--- config.mk ---
export PLATFORM = sky130hd
export DESIGN_NAME = hdmi_tx_reset_sequencer_flat
export DESIGN_NICKNAME = d
export VERILOG_FILES = /design/src/rtl/hdmi_tx_reset_sequencer_if.sv /design/src/rtl/hdmi_tx_reset_sequencer.sv /design/src/flat_wrapper.sv
export SDC_FILE = /design/constraint.sdc
export NUM_CORES = 1
export LEC_CHECK = 0
export CORE_ASPECT_RATIO = 1.2
export CORE_UTILIZATION = 68
export DETAILED_ROUTE_END_ITERATION = 16
export DONT_BUFFER_PORTS = 1
export PLACE_DENSITY = 0.92
export SLEW_MARGIN = 0
export SYNTH_ARGS = -nofsm -noshare
export SYNTH_HDL_FRONTEND = slang
export SYNTH_SLANG_ARGS = --single-unit
--- constraint.sdc ---
create_clock -name clk -period 4.9 [get_ports clk]
set_input_delay 0.98 -clock clk [delete_from_list [all_inputs] [get_ports clk]]
set_output_delay 0.98 -clock clk [all_outputs]
set_load 0.05 [all_outputs]
--- src/rtl/hdmi_tx_reset_sequencer_if.sv ---
// hdmi_tx_reset_sequencer_if: Avalon-MM register port of the HDMI TX reset sequencer
// address/chipselect/write_n/writedata driven by the master, readdata by the slave (zero wait state).
interface hdmi_tx_reset_sequencer_if;
    logic [1:0]  address;
    logic        chipselect;
    logic        write_n;
    logic [31:0] writedata;
    logic [31:0] readdata;
    modport master (output address, chipselect, write_n, writedata, input readdata);
    modport slave  (input address, chipselect, write_n, writedata, output readdata);
endinterface

--- src/rtl/hdmi_tx_reset_sequencer.sv ---
// hdmi_tx_reset_sequencer: sequences TX PLL / TX core reset release around a qualified PLL lock
// Ports: clk, reset (sync, active-high); bus = Avalon-MM slave (CTRL@0, STATUS@1, RETRIES@2);
// pll_locked (async in); tx_pll_reset (active-high), tx_reset_n (active-low), tx_ready (high in RUN).
module hdmi_tx_reset_sequencer #(
    parameter int HOLD_CYCLES    = 16,
    parameter int LOCK_STABLE    = 64,
    parameter int LOCK_TIMEOUT   = 65536,
    parameter int RELEASE_CYCLES = 32,
    parameter int CNT_W          = 17
) (
    input  logic                      clk,
    input  logic                      reset,
    hdmi_tx_reset_sequencer_if.slave  bus,
    input  logic                      pll_locked,
    output logic                      tx_pll_reset,
    output logic                      tx_reset_n,
    output logic                      tx_ready
);
    typedef enum logic [2:0] {HOLD = 3'd0, WAIT_LOCK = 3'd1, RELEASE = 3'd2, RUN = 3'd3, FAIL = 3'd4} state_t;
    localparam logic [CNT_W-1:0] HOLD_LAST   = CNT_W'(HOLD_CYCLES - 1);
    localparam logic [CNT_W-1:0] STABLE_LAST = CNT_W'(LOCK_STABLE - 1);
    localparam logic [CNT_W-1:0] TMO_LAST    = CNT_W'(LOCK_TIMEOUT - 1);
    localparam logic [CNT_W-1:0] REL_LAST    = CNT_W'(RELEASE_CYCLES - 1);
    state_t           state_q, state_d;
    logic [CNT_W-1:0] cnt_q, cnt_d, tmo_q, tmo_d;
    logic [15:0]      retries_q, retries_d;
    logic             lock_meta_q, lock_s_q;
    logic             force_q, force_d, lost_q, lost_d, tmo_stk_q, tmo_stk_d;
    logic             tx_pll_reset_q, tx_pll_reset_d, tx_reset_n_q, tx_reset_n_d, tx_ready_q, tx_ready_d;
    logic             wr, ctrl_wr, stat_wr, restart, lost_set, tmo_set;
    logic             unused;
    assign wr      = bus.chipselect & ~bus.write_n;
    assign ctrl_wr = wr && bus.address == 2'd0;
    assign stat_wr = wr && bus.address == 2'd1;
    assign restart = ctrl_wr & bus.writedata[1];
    // A CTRL write takes effect in the FSM on the same edge that stores it.
    assign force_d = ctrl_wr ? bus.writedata[0] : force_q;
    assign unused  = ^{bus.writedata[31:6], bus.writedata[3:2]};
    always_comb begin
        state_d   = state_q;
        cnt_d     = cnt_q;
        retries_d = retries_q;
        lost_set  = 1'b0;
        tmo_set   = 1'b0;
        case (state_q)
            HOLD: if (cnt_q == HOLD_LAST) state_d = WAIT_LOCK; else cnt_d = cnt_q + 1'b1;
            WAIT_LOCK: begin
                // cnt holds the run of consecutive locked cycles; qualify takes priority over timeout
                cnt_d = lock_s_q ? cnt_q + 1'b1 : '0;
                if (lock_s_q && cnt_q == STABLE_LAST) state_d = RELEASE;
                else if (tmo_q == TMO_LAST) begin
                    state_d = FAIL;
                    tmo_set = 1'b1;
                end
            end
            RELEASE: if (!lock_s_q) state_d = HOLD; else if (cnt_q == REL_LAST) state_d = RUN; else cnt_d = cnt_q + 1'b1;
            RUN: if (!lock_s_q) begin
                state_d   = HOLD;
                lost_set  = 1'b1;
                retries_d = &retries_q ? retries_q : retries_q + 16'd1;
            end
            default: ;
        endcase
        if (force_d || restart) begin
            state_d   = HOLD;
            lost_set  = 1'b0;
            tmo_set   = 1'b0;
            retries_d = restart ? 16'd0 : retries_q;
        end
        if (state_d != state_q || force_d || restart) cnt_d = '0;
        tmo_d          = (state_q == WAIT_LOCK && state_d == WAIT_LOCK) ? tmo_q + 1'b1 : '0;
        lost_d         = lost_set | (lost_q & ~(stat_wr & bus.writedata[4]));
        tmo_stk_d      = tmo_set | (tmo_stk_q & ~(stat_wr & bus.writedata[5]));
        tx_pll_reset_d = state_d == HOLD || state_d == FAIL;
        tx_reset_n_d   = state_d == RUN;
        tx_ready_d     = state_d == RUN;
    end
    always_ff @(posedge clk) begin
        if (reset) begin
            lock_meta_q    <= 1'b0;
            lock_s_q       <= 1'b0;
            state_q        <= HOLD;
            cnt_q          <= '0;
            tmo_q          <= '0;
            retries_q      <= '0;
            force_q        <= 1'b0;
            lost_q         <= 1'b0;
            tmo_stk_q      <= 1'b0;
            tx_pll_reset_q <= 1'b1;
            tx_reset_n_q   <= 1'b0;
            tx_ready_q     <= 1'b0;
        end else begin
            lock_meta_q    <= pll_locked;
            lock_s_q       <= lock_meta_q;
            state_q        <= state_d;
            cnt_q          <= cnt_d;
            tmo_q          <= tmo_d;
            retries_q      <= retries_d;
            force_q        <= force_d;
            lost_q         <= lost_d;
            tmo_stk_q      <= tmo_stk_d;
            tx_pll_reset_q <= tx_pll_reset_d;
            tx_reset_n_q   <= tx_reset_n_d;
            tx_ready_q     <= tx_ready_d;
        end
    end
    assign bus.readdata = bus.address == 2'd0 ? {31'd0, force_q}
                        : bus.address == 2'd1 ? {23'd0, lock_s_q, 2'd0, tmo_stk_q, lost_q, 1'b0, state_q}
                        : bus.address == 2'd2 ? {16'd0, retries_q}
                        : 32'd0;
    assign tx_pll_reset = tx_pll_reset_q;
    assign tx_reset_n   = tx_reset_n_q;
    assign tx_ready     = tx_ready_q;
endmodule
--- src/flat_wrapper.sv ---
// flat-port wrapper written by rule: the top's interface ports become plain ports
module hdmi_tx_reset_sequencer_flat 
#(
    parameter int HOLD_CYCLES    = 16,
    parameter int LOCK_STABLE    = 64,
    parameter int LOCK_TIMEOUT   = 65536,
    parameter int RELEASE_CYCLES = 32,
    parameter int CNT_W          = 17
)
  (clk, reset, pll_locked, tx_pll_reset, tx_reset_n, tx_ready, bus_address, bus_chipselect, bus_write_n, bus_writedata, bus_readdata);
  hdmi_tx_reset_sequencer_if bus_i ();
  input  logic clk;
  input  logic reset;
  input  logic pll_locked;
  output logic tx_pll_reset;
  output logic tx_reset_n;
  output logic tx_ready;
  input wire logic [$bits(bus_i.address)-1:0] bus_address;
  input wire logic [$bits(bus_i.chipselect)-1:0] bus_chipselect;
  input wire logic [$bits(bus_i.write_n)-1:0] bus_write_n;
  input wire logic [$bits(bus_i.writedata)-1:0] bus_writedata;
  output wire logic [$bits(bus_i.readdata)-1:0] bus_readdata;
  assign bus_i.address = bus_address;
  assign bus_i.chipselect = bus_chipselect;
  assign bus_i.write_n = bus_write_n;
  assign bus_i.writedata = bus_writedata;
  assign bus_readdata = bus_i.readdata;
  hdmi_tx_reset_sequencer #(.HOLD_CYCLES(HOLD_CYCLES), .LOCK_STABLE(LOCK_STABLE), .LOCK_TIMEOUT(LOCK_TIMEOUT), .RELEASE_CYCLES(RELEASE_CYCLES), .CNT_W(CNT_W)) u_core (.clk(clk), .reset(reset), .bus(bus_i), .pll_locked(pll_locked), .tx_pll_reset(tx_pll_reset), .tx_reset_n(tx_reset_n), .tx_ready(tx_ready));
endmodule
==> impl_metrics.toml, run 1 <==
[sta]
tightest_slew_ns = 0.936
finalSetupViolCount = 0
skew_ns = 0.0105
maxSlewViolCount = 0
fin_ws_ns = 1.72
rsz0062_at_grt = "false"
timing.hold.ws_ns = 0.432
hold_viol = 0
post-route-period-util_pct = 65.0
period_needed_ns = 3.18
max_freq_mhz = 314
slew_headroom_pct = 37.5
fin_tns_setup_ns = 0

[setup_path]
cp_slowest_cell = "nor2b_1"
timing.rr.start = "u_core.tmo_q[0]$_SDFF_PP0_"
path_cells = "nor2b_1 > a22o_1"
start_kind = "input port"
r2r_setup_slack_ns = 2.30
reg2reg_depth = 9
crit_path_end_kind = "primary output"
cpPeakStageDelay_ns = 0.64
endpoint = "bus_readdata[2]"
critPathBufInv = 0
crit_type = "in2out"
r2r-end = "u_core.cnt_q[4]$_SDFFE_PP0P_"
path_depth = 2
cp-startpoint = "bus_address[1]"
worstPathArrival_ns = 2.20
path_delay_family = "simple AND/OR/NAND/NOR gates"
crit_fanout = 16
cp.required_ns = 3.92

[floorplanning]
die-area_sq_um = 4970
ios = 74
initial_core_util_pct = 72.7
die_h_um = 77.1
core-area_sq_um = 4390
die_x_um = 64.5
rows = 26

[job]
drv_cap = 0

[clock_tree]
clk_pin_slew_ns = 0.07
ctsHoldBuffers = 0
clockBufferDepth = 2
clock_latency_ns = 0.35
post_cts_buffers = 0
post_cts_resized = 0
numClockSinks = 60
cts_tree = "built"
clockRootBuffer = "clkbuf_8"
cts_max_level = 3
cts_buffers = 9

[grt]
grt_max_degree = 18
grt_pass1_vias = 2543
grt_pass1_wl_mm = 11.6
track_usage_pct = 30.0
overflow = 0
antenna_found_initial = 0

[place]
place_inst = 415
io_buffers = 0
place_area_sq_um = 3150
hpwl_mm = 4.68
routabilityCongestion = 0.971
place_ws_ns = 1.68

[synth]
yosysSeqAreaShare_pct = 37.6
synthCells = 370
ys_types = 52
ys_ff_latch = 60
yosys_warnings = 0
syn_avg_cell_area_sq_um = 8.63
netlist_area_sq_um = 3190

[layout]
instances_no_fill = 431
area_delta_synth_final_pct = 5.45
drive_gt1_share_pct = 8.00
fin_nets = 413
antennaDiodeCount = 0
finish.instance_area_sq_um = 3370
fill_cells = 317

[outcome]
status = "finished clean"

[routing]
drt_iter0_markers = 435
drc = 0
firstDrtPassIters = 9
vias_per_cell = 6.49
wl_per_cell_um = 16.0
vias = 2796
final_antenna_net_count = 0
wirelength_mm = 6.91

[power]
cellPowerDensity_nw_per_um2 = 311
irDropWorstVdd_uv = 251
p_leak_uw = 0.00115

[hold_path]
min_path_cells = 1
min_from = "u_core.lock_meta_q$_SDFF_PP0_"
hold_path.class = "reg2reg"
-- registers in the layout (all words and copies together), names as in the netlist --
| signal | count |
|---|---|
| u_core.cnt_q | 17 |
| u_core.tmo_q | 17 |
| u_core.retries_q | 16 |
| u_core.state_q | 3 |
| u_core.force_q | 1 |
| u_core.lock_meta_q | 1 |
| u_core.lock_s_q | 1 |
| u_core.lost_q | 1 |
| u_core.tmo_stk_q | 1 |
| u_core.tx_pll_reset | 1 |
| u_core.tx_reset_n | 1 |
-- where the power goes --
group / switching, uW / leakage, uW / total [uW] / internal (uW)
clock: 200 / 0.000107 / 499 / 300
sequential: 3.72 / 0.000484 / 495 / 491
combinational: 44.0 / 0.000559 / 53.4 / 9.38
-- area by class of cell --
type / count / area (sq um) / area share, %
clock buffer: 12 / 145 / 4.31
clock inverter: 4 / 72.6 / 2.16
inverter: 10 / 37.5 / 1.12
multi-input combinational: 287 / 1820 / 54.2
sequential: 60 / 1200 / 35.7
tap: 56 / 70.1 / 2.08
timing repair buffer: 2 / 15.0 / 0.446
-- layout by cell type, fill, tap and decap left out, types with 16 or more instances in the layout --
| cell | n |
|---|---|
| a21oi_1 | 19 |
| conb_1 | 16 |
| dfxtp_1 | 60 |
| nand2_1 | 21 |
| nand3_1 | 20 |
| nor2_1 | 34 |
| nor3_1 | 17 |
| xor2_1 | 19 |
-- cells in the mapped netlist (all sizes together) --
cell     instances  area [sq um]
dfxtp           60          1200
nor3            17          85.1
buf             21           159
o21ai           13          65.1
nand2           21          78.8
nor2b            5          31.3
or3b             1          8.76
o31ai            4          30.0
o31a             2          18.8
o41ai            1          8.76
mux2i            5          50.1
a21oi           19          95.1
xor2            19           166
o21bai           1          7.51
a2111oi          5          65.1
ha               4          50.1
nand3           20           100
o311ai           1          8.76
xnor2           11          96.3
o211ai           4          30.0
and3b            1          8.76
and4             8          72.6
a311o            1          10.0
nor4             4          37.5
a22o             5          43.8
nand3b           2          15.0
a31oi            1          6.26
a31o             1          8.76
and3             9          56.3
mux2             1          15.0
inv             10          37.5
or3             10          62.6
clkbuf           7          26.3
and2            13          81.3
a21o             1          8.76
conb             1          3.75
a21bo            1          10.0
or4              6          48.8
nand2b           2          12.5
nor2            34           128
a211oi           2          15.0
nor4b            1          23.8
nand4           14          93.8
and4b            1          10.0
-- stage by stage --
step	total power [uW]	utilization, %
floorplan	564	-
global route	1080	76.6
detailed placement	559	71.7
finish	1050	76.6
CTS	1050	76.6
global placement	557	71.7
-- per-layer routing --
metal / wire, um / vias up / track usage [%]
li1: - / 1306 / -
met1: 2780 / 1310 / 34.7
met2: 3410 / 152 / 50.2
met3: 533 / 28 / 9.08
met4: 186 / 0 / 13.6
met5: 0 / - / 0
-- kinds of logic (layout without fill, tap and decap cells) --
group | Yosys count | after routing | share of synthesized area, %
fa+ha+maj | 4 | 4 | 1.57
simple gates | 169 | 169 | 29.9
other cells | 1 | 16 | 0.117
compound gates | 62 | 62 | 13.5
mux | 6 | 6 | 2.04
flops | 60 | 60 | 37.6
buf+inv | 38 | 28 | 6.98
xor+xnor | 30 | 30 | 8.23
-- how the worst min path moves through the flow --
stage | endpoint | slack [ns]
4_1_cts | u_core.lock_s_q$_SDFF_PP0_ | 0.44
6_report | u_core.lock_s_q$_SDFF_PP0_ | 0.43
3_5_place_dp | u_core.lock_s_q$_SDFF_PP0_ | 0.43
2_1_floorplan | u_core.tmo_q[0]$_SDFF_PP0_ | 0.41
5_1_grt | u_core.lock_s_q$_SDFF_PP0_ | 0.47
3_3_place_gp | u_core.lock_s_q$_SDFF_PP0_ | 0.42
No activity file was read; power rests on OpenSTA's default activity.
==> run 2, diff against run 1 <==
CORE_UTILIZATION = 57   (was 68)
PLACE_DENSITY = 0.83   (was 0.92)
clock period = 2.88 ns   (was 4.9 ns; I/O delays follow)
==> impl_metrics.toml, run 2 (synthesized netlist as in run 1, its figures left out) <==
[outcome]
status = "finished clean"

[clock_tree]
post_cts_buffers = 0
numClockSinks = 60
cts_buffers = 9
cts_max_level = 3
clockRootBuffer = "clkbuf_8"
cts_tree = "built"
clockBufferDepth = 2
ctsHoldBuffers = 0
clock_latency_ns = 0.34
post_cts_resized = 0
clk_pin_slew_ns = 0.07

[place]
routabilityCongestion = 0.856
place_ws_ns = 0.272
io_buffers = 0
hpwl_mm = 4.96

[routing]
drt_iter0_markers = 230
final_antenna_net_count = 0
vias = 2694
vias_per_cell = 6.10
wirelength_mm = 6.89
drc = 0
wl_per_cell_um = 15.6
firstDrtPassIters = 4

[floorplanning]
die_h_um = 84.0
die_x_um = 70.3
rows = 29
initial_core_util_pct = 59.8
die-area_sq_um = 5900
core-area_sq_um = 5330
ios = 74

[sta]
max_freq_mhz = 383
finalSetupViolCount = 0
fin_ws_ns = 0.268
post-route-period-util_pct = 90.7
hold_viol = 0
maxSlewViolCount = 0
fin_tns_setup_ns = 0
period_needed_ns = 2.61
slew_headroom_pct = 37.3
rsz0062_at_grt = "false"
skew_ns = 0.00857
tightest_slew_ns = 0.939

[layout]
area_delta_synth_final_pct = 6.47
fin_nets = 420
final_cell_mix = "60 x dfxtp_1, 34 x nor2_1, 21 x nand2_1, 20 x nand3_1"
antennaDiodeCount = 0
fill_cells = 432
drive_gt1_share_pct = 9.47
multi_input_area_sq_um = 1820
utilization_pct = 63.7
regArea_sq_um = 1200
layout_commonest_cell = "dfxtp_1"
top_regs = "u_core.cnt_q x17, u_core.tmo_q x17, u_core.retries_q x16"

[grt]
grt_pass1_vias = 2614
antenna_found_initial = 0
grt_pass1_wl_mm = 11.8
track_usage_pct = 25.0
overflow = 0
grt_max_degree = 18

[power]
cellPowerDensity_nw_per_um2 = 497
p_leak_uw = 0.00118
p_total_uw = 1690
irDropWorstVdd_uv = 293

[setup_path]
path_cells = "ha_1 > and2_1 > nand4_1 > nor3_1 > ha_1 > nor2_1 > o31a_1 > a311o_1 > a2111oi_1"
cp_slowest_cell = "a311o_1"
reg2reg_depth = 9
cp_common_cell = "ha_1"
crit_path_end_kind = "flop"
cp.required_ns = 3.10
worstPathArrival_ns = 2.83
start_kind = "flop"
cpPeakStageDelay_ns = 0.44
crit_fanout = 8
crit_type = "reg2reg"

[hold_path]
hold_path.class = "in2reg"
min_path_cells = 1

[job]
drv_cap = 0
==> run 2: layer usage <==
layer	vias to the layer above	wire (um)	share of wire, %	global-route usage (%)
met5	-	0	0	0
met4	0	183	2.7	14.0
met3	15	355	5.2	5.92
met2	99	3470	50	41.3
met1	1254	2880	42	29.3
li1	1326	-	-	-
==> run 2: final timing paths <==
kind | from | to | slack [ns]
max | u_core.tmo_q[0]$_SDFF_PP0_ | u_core.cnt_q[3]$_SDFFE_PP0P_ | 0.27
max reg2reg | u_core.tmo_q[0]$_SDFF_PP0_ | u_core.cnt_q[3]$_SDFFE_PP0P_ | 0.27
min | reset | u_core.retries_q[1]$_SDFFE_PP0P_ | 0.30
min reg2reg | u_core.tmo_q[0]$_SDFF_PP0_ | u_core.tmo_q[0]$_SDFF_PP0_ | 0.45
==> run 2: area by class of cell <==
| type | instances | share of cell area, % |
|---|---|---|
| multi-input cells | 287 | 53.7 |
| flip-flops and latches | 60 | 35.3 |
| clock buffers | 12 | 4.57 |
| well taps | 62 | 2.28 |
| repair buffers | 9 | 1.99 |
| inverters | 10 | 1.10 |
| clock inverters | 2 | 1.03 |
==> run 2: worst max-delay path, delay by kind of cell (launching register included) <==
family | cells | cell delay, ns
AOI/OAI and AO/OA | 3 | 0.97
adders and majority gates | 2 | 0.41
DFF | 1 | 0.35
and+or+nand+nor | 4 | 0.78
==> run 2: report_power, final <==
part / switching [uW] / total [uW] / internal, uW / leakage, uW
Clock: 313 / 748 / 436 / 0.0000983
Combinational: 76.7 / 98.7 / 22.1 / 0.000594
Sequential: 6.17 / 842 / 836 / 0.000484
Total: 395 / 1690 / 1290 / 0.00118
==> run 2: metrics by stage <==
step	hold slack, ns	cells	instance area [sq um]
after floorplan	0.413	385	3250
final	0.300	442	3400
after detailed placement	0.433	428	3210
after CTS	0.293	442	3400
after global routing	0.295	442	3400
after global placement	0.424	428	3210
